`config.mk`:
```
export PLATFORM = sky130hd
export DESIGN_NAME = matmul_arbiter_flat
export DESIGN_NICKNAME = d
export VERILOG_FILES = /design/src/rtl/matmul_arbiter_if.sv /design/src/rtl/matmul_arbiter.sv /design/src/flat_wrapper.sv
export SDC_FILE = /design/constraint.sdc
export NUM_CORES = 1
export LEC_CHECK = 0
export ABC_CLOCK_PERIOD_IN_PS = 12070
export CORE_AREA = 3 3 301 303
export CTS_BUF_LIST = sky130_fd_sc_hd__clkbuf_8 sky130_fd_sc_hd__clkbuf_16
export DETAILED_ROUTE_END_ITERATION = 8
export DIE_AREA = 0 0 304 306
export MAX_ROUTING_LAYER = met4
export RECOVER_POWER = 100
export SYNTH_ARGS = -nofsm -noshare
export SYNTH_HDL_FRONTEND = slang
export SYNTH_SLANG_ARGS = --single-unit
```
`constraint.sdc`:
```
create_clock -name i_clk -period 12.07 [get_ports i_clk]
set_input_delay 2.414 -clock i_clk [delete_from_list [all_inputs] [get_ports i_clk]]
set_output_delay 2.414 -clock i_clk [all_outputs]
set_load 0.02 [all_outputs]
```
`src/rtl/matmul_arbiter_if.sv`:
```
// Bus bundle between client requesters, the arbiter and the shared
// 3x3 matmul engine. Arbiter side is the slave modport.
interface matmul_arbiter_if #(
    parameter int N_REQ  = 4,
    parameter int ELEM_W = 7
);
    localparam int MW = 9 * ELEM_W;

    logic [N_REQ-1:0]    i_req;
    logic [N_REQ*MW-1:0] i_a;
    logic [N_REQ*MW-1:0] i_b;
    logic [N_REQ-1:0]    o_gnt;
    logic [N_REQ-1:0]    o_done;
    logic [MW-1:0]       o_result;
    logic                o_busy;
    logic [MW-1:0]       o_mm_a;
    logic [MW-1:0]       o_mm_b;
    logic                o_mm_trigger;
    logic                i_mm_ready;
    logic [MW-1:0]       i_mm_result;

    modport slave (
        input  i_req, i_a, i_b, i_mm_ready, i_mm_result,
        output o_gnt, o_done, o_result, o_busy,
        output o_mm_a, o_mm_b, o_mm_trigger
    );

    modport master (
        output i_req, i_a, i_b, i_mm_ready, i_mm_result,
        input  o_gnt, o_done, o_result, o_busy,
        input  o_mm_a, o_mm_b, o_mm_trigger
    );
endinterface

```
`src/rtl/matmul_arbiter.sv`:
```
// Round-robin arbiter sharing one 3x3 matmul engine between N_REQ
// requesters: grant, latch operands, trigger, wait LAT, return result.
module matmul_arbiter #(
    parameter int N_REQ  = 4,
    parameter int ELEM_W = 7,
    parameter int LAT    = 2
) (
    input logic              i_clk,
    input logic              i_rst,
    matmul_arbiter_if.slave  bus
);
    localparam int MW = 9 * ELEM_W;
    localparam int IW = (N_REQ > 1) ? $clog2(N_REQ) : 1;
    localparam int CW = $clog2(LAT + 1);

    typedef enum logic [1:0] {
        IDLE  = 2'd0,
        ISSUE = 2'd1,
        WAIT  = 2'd2
    } state_t;

    state_t         state_q, state_d;
    logic [IW-1:0]  idx_q, idx_d;
    logic [IW-1:0]  last_q, last_d;
    logic [CW-1:0]  cnt_q, cnt_d;
    logic [N_REQ-1:0] gnt_q, gnt_d;
    logic [N_REQ-1:0] done_q, done_d;
    logic [MW-1:0]  result_q, result_d;
    logic [MW-1:0]  mm_a_q, mm_a_d;
    logic [MW-1:0]  mm_b_q, mm_b_d;

    logic           win_vld;
    logic [IW-1:0]  win_idx;
    logic [IW-1:0]  probe;

    // Rotating search for the first request after the last owner.
    always_comb begin
        win_vld = 1'b0;
        win_idx = '0;
        probe   = '0;
        for (int i = 1; i <= N_REQ; i++) begin
            probe = IW'((int'(last_q) + i) % N_REQ);
            if (!win_vld && bus.i_req[probe]) begin
                win_vld = 1'b1;
                win_idx = probe;
            end
        end
    end

    // Next-state logic: arbitrate, issue to the engine, wait, capture.
    always_comb begin
        state_d  = state_q;
        idx_d    = idx_q;
        last_d   = last_q;
        cnt_d    = cnt_q;
        gnt_d    = '0;
        done_d   = '0;
        result_d = result_q;
        mm_a_d   = mm_a_q;
        mm_b_d   = mm_b_q;
        unique case (state_q)
            IDLE: begin
                if (win_vld) begin
                    idx_d          = win_idx;
                    gnt_d[win_idx] = 1'b1;
                    mm_a_d  = bus.i_a[int'(win_idx)*MW +: MW];
                    mm_b_d  = bus.i_b[int'(win_idx)*MW +: MW];
                    state_d = ISSUE;
                end
            end
            ISSUE: begin
                if (bus.i_mm_ready) begin
                    cnt_d   = '0;
                    state_d = WAIT;
                end
            end
            WAIT: begin
                cnt_d = cnt_q + CW'(1);
                if (cnt_q == CW'(LAT - 1)) begin
                    result_d      = bus.i_mm_result;
                    done_d[idx_q] = 1'b1;
                    last_d        = idx_q;
                    state_d       = IDLE;
                end
            end
            default: state_d = IDLE;
        endcase
    end

    // State and registered outputs; reset aborts any operation.
    always_ff @(posedge i_clk or posedge i_rst) begin
        if (i_rst) begin
            state_q  <= IDLE;
            idx_q    <= '0;
            last_q   <= IW'(N_REQ - 1);
            cnt_q    <= '0;
            gnt_q    <= '0;
            done_q   <= '0;
            result_q <= '0;
            mm_a_q   <= '0;
            mm_b_q   <= '0;
        end else begin
            state_q  <= state_d;
            idx_q    <= idx_d;
            last_q   <= last_d;
            cnt_q    <= cnt_d;
            gnt_q    <= gnt_d;
            done_q   <= done_d;
            result_q <= result_d;
            mm_a_q   <= mm_a_d;
            mm_b_q   <= mm_b_d;
        end
    end

    assign bus.o_gnt        = gnt_q;
    assign bus.o_done       = done_q;
    assign bus.o_result     = result_q;
    assign bus.o_busy       = (state_q != IDLE);
    assign bus.o_mm_a       = mm_a_q;
    assign bus.o_mm_b       = mm_b_q;
    assign bus.o_mm_trigger = (state_q == ISSUE) && bus.i_mm_ready;
endmodule

```
`src/flat_wrapper.sv`:
```
// flat-port wrapper written by rule: the top's interface ports become plain ports
module matmul_arbiter_flat 
#(
    parameter int N_REQ  = 4,
    parameter int ELEM_W = 7,
    parameter int LAT    = 2
)
  (i_clk, i_rst, bus_i_req, bus_i_a, bus_i_b, bus_i_mm_ready, bus_i_mm_result, bus_o_gnt, bus_o_done, bus_o_result, bus_o_busy, bus_o_mm_a, bus_o_mm_b, bus_o_mm_trigger);
  matmul_arbiter_if #(.N_REQ(N_REQ), .ELEM_W(ELEM_W)) bus_i ();
  input logic i_clk;
  input logic i_rst;
  input wire logic [$bits(bus_i.i_req)-1:0] bus_i_req;
  input wire logic [$bits(bus_i.i_a)-1:0] bus_i_a;
  input wire logic [$bits(bus_i.i_b)-1:0] bus_i_b;
  input wire logic [$bits(bus_i.i_mm_ready)-1:0] bus_i_mm_ready;
  input wire logic [$bits(bus_i.i_mm_result)-1:0] bus_i_mm_result;
  output wire logic [$bits(bus_i.o_gnt)-1:0] bus_o_gnt;
  output wire logic [$bits(bus_i.o_done)-1:0] bus_o_done;
  output wire logic [$bits(bus_i.o_result)-1:0] bus_o_result;
  output wire logic [$bits(bus_i.o_busy)-1:0] bus_o_busy;
  output wire logic [$bits(bus_i.o_mm_a)-1:0] bus_o_mm_a;
  output wire logic [$bits(bus_i.o_mm_b)-1:0] bus_o_mm_b;
  output wire logic [$bits(bus_i.o_mm_trigger)-1:0] bus_o_mm_trigger;
  assign bus_i.i_req = bus_i_req;
  assign bus_i.i_a = bus_i_a;
  assign bus_i.i_b = bus_i_b;
  assign bus_i.i_mm_ready = bus_i_mm_ready;
  assign bus_i.i_mm_result = bus_i_mm_result;
  assign bus_o_gnt = bus_i.o_gnt;
  assign bus_o_done = bus_i.o_done;
  assign bus_o_result = bus_i.o_result;
  assign bus_o_busy = bus_i.o_busy;
  assign bus_o_mm_a = bus_i.o_mm_a;
  assign bus_o_mm_b = bus_i.o_mm_b;
  assign bus_o_mm_trigger = bus_i.o_mm_trigger;
  matmul_arbiter #(.N_REQ(N_REQ), .ELEM_W(ELEM_W), .LAT(LAT)) u_core (.i_clk(i_clk), .i_rst(i_rst), .bus(bus_i));
endmodule
```
==> flow_metrics.py, run 1 <==
metrics = {
    "status": {
        "status": "finished, violations left",
        "failed_checks": "capacitance limit, slew limit",
    },
    "placement": {
        "pre_cts_slack_ns": 5.63,
        "place_congestion": 0.872,
        "dpl.cell_count": 3054,
        "portBuffers": 772,
        "post-dp-hpwl_mm": 59.4,
    },
    "synth": {
        "syn_area_per_cell_sq_um": 9.26,
        "yosysWarningCount": 0,
        "synth_nets": 1780,
        "ys.flop_type": "dfrtp_1",
        "ys_seq_area_frac": 0.460,
        "synth_edf_count": 0,
        "synth.top_cells.by_area": "dfrtp_1 (46%), a221oi_1 (10%), mux2i_1 (8.0%), nand2_1 (6.7%), nor2_1 (5.9%)",
        "synth_area_sq_um": 11200,
        "ys_types": 39,
        "synth.largest_area_cell": "dfrtp_1",
        "synthArstFlopShare": 1.00,
        "netlist_instances": 1205,
        "synth_top_area_frac": 0.455,
        "yosys_register_bits": 205,
    },
    "routing": {
        "routed_wl_mm": 74.5,
        "viasPerCell": 4.02,
        "wl_per_cell_microns": 23.8,
        "drc": 0,
        "drt-pass1-iter-count": 5,
        "ant_nets": 0,
        "dr_total_vias": 12579,
        "first_iter_violations": 776,
    },
    "layout": {
        "stdcell_count": 3130,
        "nNetsFinal": 2494,
        "fillerInstances": 9692,
        "syn2layout_area_growth_pct": 88.1,
        "drive_gt1_frac": 0.0572,
    },
    "timing": {
        "finalWorstSetupSlack_ns": 4.58,
        "clock-skew-final_ns": 0.0104,
        "finalCriticalPeriod_ns": 7.49,
        "rsz0062_at_grt": "false",
        "worst-slew-pin-transition_ns": 4.06,
        "hold_viol": 0,
        "slew_violations": 419,
        "max_freq_ghz": 0.133,
        "relSlewSlack": -1.72,
        "setup_viol": 0,
        "holdWs_ns": 0.472,
        "fin_crit_sh": 0.621,
        "fin_tns_setup_ns": 0,
    },
    "setup_path": {
        "cp_num_buf_inv": 2,
        "r2r_cells": 7,
        "path_delay_family": "buffers and inverters",
        "cp_max_fo": 47,
        "end_kind": "register",
        "arrival_ns": 7.98,
        "critPathMaxStageDelay_ns": 1.73,
        "r2r_start": "u_core.last_q[0]",
        "cpMaxStageDelayCell": "clkbuf_1",
        "required_ns": 12.56,
        "critical_path.startpoint_type": "input port",
        "crit_type": "input port to register",
        "cp_cell_sequence": "dlygate4sd3_1, or4_1, nand2_1, clkbuf_1, a221oi_1, o22ai_1",
        "regToRegSetupSlack_ns": 6.71,
        "critPathLaunch": "bus_i_req[3]",
        "r2r-end": "u_core.bus.o_mm_b[2]",
    },
    "min_path": {
        "worst_hold_path.endpoint": "u_core.bus.o_result[22]",
        "hold_start": "u_core.bus.o_result[22]",
        "hold_depth": 2,
        "hold_path_class": "register to register",
    },
    "grt": {
        "track_usage": 0.156,
        "grt-ovfl-total": 0,
        "grt_max_degree": 90,
        "antenna_found_initial": 24,
        "grt_pass1_wl_mm": 101,
        "grt_pass1_vias": 12773,
    },
    "job": {
        "maxCapViolations": 8,
    },
    "clock_network": {
        "htreeDepth": 1,
        "numClockSinks": 205,
        "post_cts_resize_count": 0,
        "root_buffer": "clkbuf_16",
        "hold_buffers": 0,
        "cts_tree": "yes",
        "cts.reportedPaths.clkPinSlew_ns": 0.06,
        "insertion_delay_ns": 0.58,
        "post_cts_buffers": 0,
        "cts_made_buffers": 28,
        "cts_buffer_depth": 3,
    },
    "pwr": {
        "p_leak_nw": 7.99,
        "power_mw": 4.96,
        "peakVddDrop_mv": 0.225,
        "powerDensity_nw_per_um2": 236,
    },
    "floorplan": {
        "initial_utilization": 0.126,
        "die_h_microns": 306,
        "dieArea_sq_um": 93000,
        "core_sq_um": 88200,
        "rows": 109,
        "ios": 773,
        "die_x_microns": 304,
    },
}
==> synth_stat cells (7+ instances only) <==
master     count
nand2_1      198
o22ai_1       90
clkbuf_2       7
o21ai_0       77
mux2i_1       89
a221oi_1     128
dfrtp_1      203
inv_1          8
o21ai_1       15
nor2_1       176
clkbuf_1      43
buf_6          7
buf_2         43
mux2_2        39
o2bb2ai_1     38
==> kinds of logic after synthesis <==
kind of cell	count (synthesis)	share of synthesized area
flip-flops	205	0.460
multiplexers	128	0.119
AO/OA/AOI/OAI	363	0.233
buffers and inverters	116	0.0500
AND/OR/NAND/NOR	392	0.137
adder cells (fa/ha/maj)	1	0.00112
==> sequential cells by signal, summed over array words and instances (netlist names) <==
| signal | flops |
|---|---|
| u_core.bus.o_done | 4 |
| u_core.bus.o_gnt | 4 |
| u_core.bus.o_mm_a | 63 |
| u_core.bus.o_mm_b | 63 |
| u_core.bus.o_result | 63 |
| u_core.cnt_q | 2 |
| u_core.idx_q | 2 |
| u_core.last_q | 2 |
| u_core.state_q | 2 |
==> worst min-delay path: cells and delay by family (launching register included) <==
kind | cells | cell delay (ns)
flip-flops | 1 | 0.34
AND/OR/NAND/NOR | 2 | 0.11
==> how the worst max path moves through the flow <==
stage | endpoint | slack [ns] | cells past startpoint
5_1_grt | u_core.bus.o_mm_b[45] | 4.23 | 8
3_3_place_gp | u_core.bus.o_mm_a[58] | 5.71 | 8
6_report | u_core.bus.o_mm_a[22] | 4.58 | 6
2_1_floorplan | u_core.bus.o_done[0] | 4.06 | 1
3_5_place_dp | u_core.bus.o_mm_b[14] | 5.63 | 8
4_1_cts | bus_o_mm_trigger | 5.79 | 4
==> placed cells by master (no fill, tap or decap), types with 39 or more instances in the layout <==
| cell | netlist | layout |
|---|---|---|
| clkdlybuf4s50_1 | 0 | 570 |
| dfrtp_1 | 203 | 203 |
| dlygate4sd3_1 | 0 | 202 |
| nand2_1 | 198 | 196 |
| nor2_1 | 176 | 175 |
| a221oi_1 | 128 | 128 |
| o22ai_1 | 90 | 90 |
| mux2i_1 | 89 | 89 |
| o21ai_0 | 77 | 78 |
| mux2_2 | 39 | 39 |
==> metrics by stage <==
step | utilization | cell area (sq um)
2_1_floorplan | - | 11200
3_3_place_gp | 0.227 | 20000
3_5_place_dp | 0.227 | 20000
4_1_cts | 0.238 | 21000
5_1_grt | 0.238 | 21000
6_report | 0.238 | 21000
==> per-layer routing <==
metal  wire (microns)  up-vias  global-route usage
met5                0        -                   -
met4             1360        0              0.0301
met3             6450       53              0.0504
li1                 -     5928                   -
met2            35900      584               0.260
met1            30800     6014               0.185
==> report_power, final <==
part           total [mW]  switching [mW]  internal, mW
combinational        2.84            1.71          1.14
sequential           1.23           0.206          1.03
clock               0.879           0.353         0.525
total                4.96            2.27          2.69
==> layout make-up <==
class	count	area, sq um	area share
multi-input combinational	884	5480	0.261
timing repair buffer	792	7860	0.375
sequential	205	5130	0.245
tap	1165	1460	0.0695
clock inverter	17	160	0.00763
clock buffer	34	795	0.0379
antenna	25	62.6	0.00298
inverter	8	31.3	0.00149
Power figures use the tool's default switching activity.
==> run 2, diff against run 1 <==
--- a/config.mk
+++ b/config.mk
@@ -5,11 +5,11 @@
 export SDC_FILE = /design/constraint.sdc
 export NUM_CORES = 1
 export LEC_CHECK = 0
-export ABC_CLOCK_PERIOD_IN_PS = 12070
-export CORE_AREA = 3 3 301 303
+export ABC_CLOCK_PERIOD_IN_PS = 7360
+export CORE_AREA = 3 3 304 306
 export CTS_BUF_LIST = sky130_fd_sc_hd__clkbuf_8 sky130_fd_sc_hd__clkbuf_16
 export DETAILED_ROUTE_END_ITERATION = 8
-export DIE_AREA = 0 0 304 306
+export DIE_AREA = 0 0 307 309
 export MAX_ROUTING_LAYER = met4
 export RECOVER_POWER = 100
 export SYNTH_ARGS = -nofsm -noshare
==> constraint.sdc (replaced) <==
create_clock -name i_clk -period 7.36 [get_ports i_clk]
set_input_delay 1.472 -clock i_clk [delete_from_list [all_inputs] [get_ports i_clk]]
set_output_delay 1.472 -clock i_clk [all_outputs]
set_load 0.02 [all_outputs]
==> flow_metrics.py, run 2 (same netlist as run 1, synthesis figures left out) <==
metrics = {
    "status": {
        "failed_checks": "capacitance limit, slew limit",
        "status": "finished, violations left",
    },
    "timing": {
        "relSlewSlack": -1.99,
        "rsz0062_at_grt": "false",
        "fin_tns_setup_ns": 0,
        "slew_violations": 272,
        "clock-skew-final_ns": 0.0150,
        "hold_viol": 0,
        "worst-slew-pin-transition_ns": 4.49,
        "setup_viol": 0,
        "holdWs_ns": 0.464,
        "fin_crit_sh": 0.661,
        "finalCriticalPeriod_ns": 4.87,
        "max_freq_ghz": 0.206,
    },
    "clock_network": {
        "cts.reportedPaths.clkPinSlew_ns": 0.06,
        "cts_made_buffers": 28,
        "cts_buffer_depth": 3,
        "numClockSinks": 205,
        "insertion_delay_ns": 0.57,
        "hold_buffers": 0,
        "root_buffer": "clkbuf_16",
        "post_cts_buffers": 0,
        "cts_tree": "yes",
        "htreeDepth": 1,
        "post_cts_resize_count": 0,
    },
    "min_path": {
        "hold_path_class": "register to register",
        "hold_depth": 2,
    },
    "setup_path": {
        "path_delay_family": "simple AND/OR/NAND/NOR gates",
        "arrival_ns": 5.35,
        "crit_type": "input port to register",
        "end_kind": "register",
        "critPathMaxStageDelay_ns": 1.74,
        "cp_max_fo": 73,
        "critical_path.startpoint_type": "input port",
        "cp_num_buf_inv": 2,
        "required_ns": 7.85,
        "cp_cell_sequence": "dlygate4sd3_1, or4_1, nand2_1, buf_12, a221oi_1, o22ai_1",
        "r2r_cells": 5,
        "cp.depth": 6,
        "cpMaxStageDelayCell": "nand2_1",
        "regToRegSetupSlack_ns": 3.09,
    },
    "routing": {
        "viasPerCell": 4.03,
        "wl_per_cell_microns": 19.7,
        "routed_wl_mm": 61.4,
        "drc": 0,
        "ant_nets": 0,
        "dr_total_vias": 12549,
        "drt-pass1-iter-count": 7,
        "first_iter_violations": 882,
    },
    "floorplan": {
        "initial_utilization": 0.124,
        "die_x_microns": 307,
        "ios": 773,
        "core_sq_um": 89900,
        "dieArea_sq_um": 94900,
        "rows": 110,
        "die_h_microns": 309,
    },
    "layout": {
        "final_common_cell": "clkdlybuf4s50_1",
        "nNetsFinal": 2490,
        "syn2layout_area_growth_pct": 87.6,
        "layout_common_cells": "clkdlybuf4s50_1 (570), dfrtp_1 (203), dlygate4sd3_1 (202)",
        "drive_gt1_frac": 0.0558,
        "fillerInstances": 9772,
    },
    "grt": {
        "grt_pass1_wl_mm": 85.2,
        "antenna_found_initial": 2,
        "grt_pass1_vias": 12533,
        "track_usage": 0.123,
        "grt_max_degree": 133,
        "grt-ovfl-total": 0,
    },
    "placement": {
        "portBuffers": 772,
        "place_congestion": 0.849,
        "post-dp-hpwl_mm": 46.7,
    },
    "pwr": {
        "p_leak_nw": 7.98,
        "peakVddDrop_mv": 0.194,
        "powerDensity_nw_per_um2": 375,
    },
    "job": {
        "maxCapViolations": 4,
    },
}
run 2: tightest hold or removal path: cells and delay by family (launching register included):
kind | cells | cell delay, ns
DFF | 1 | 0.33
and+or+nand+nor | 2 | 0.10
run 2: metal layers:
layer	vias up	routed length, microns	global-route usage
li1	5888	-	-
met1	5985	25400	0.151
met2	606	29400	0.203
met3	70	4950	0.0285
met4	0	1610	0.0359
met5	-	0	-
run 2: through the flow:
step | power, mW | worst slack (ns) | area, sq um | std cells | util
after CTS | 8.15 | 3.03 | 20900 | 3110 | 0.233
after floorplan | 4.58 | 0.296 | 11200 | 1205 | -
after global routing | 8.39 | 1.87 | 20900 | 3110 | 0.233
after global placement | 6.67 | 3.00 | 20000 | 3061 | 0.223
after detailed placement | 6.72 | 2.96 | 20000 | 3061 | 0.223
final | 7.85 | 2.49 | 20900 | 3114 | 0.233
run 2: layout make-up:
cell class	instances	area, sq um	area share
Antenna cell	4	10.0	0.000478
Clock buffer	36	822	0.0393
Clock inverter	13	86.3	0.00413
Inverter	8	31.3	0.00149
Multi-Input combinational cell	884	5480	0.262
Sequential cell	205	5130	0.245
Tap cell	1176	1470	0.0703
Timing Repair Buffer	788	7890	0.377
run 2: power by group:
part	internal, mW	switching, mW	total (mW)
clock network	0.809	0.557	1.37
logic	1.87	2.58	4.45
registers	1.68	0.354	2.04
total	4.36	3.49	7.85
run 2: final timing paths:
check                                     endpoint              startpoint
setup / recovery             u_core.bus.o_mm_b[14]            bus_i_req[3]
hold / removal              u_core.bus.o_result[7]  u_core.bus.o_result[7]
setup reg to reg           u_core.bus.o_result[43]       u_core.state_q[0]
hold reg to reg             u_core.bus.o_result[7]  u_core.bus.o_result[7]
max in group asynchronous    u_core.bus.o_mm_b[53]                   i_rst
min in group asynchronous    u_core.bus.o_mm_b[26]                   i_rst
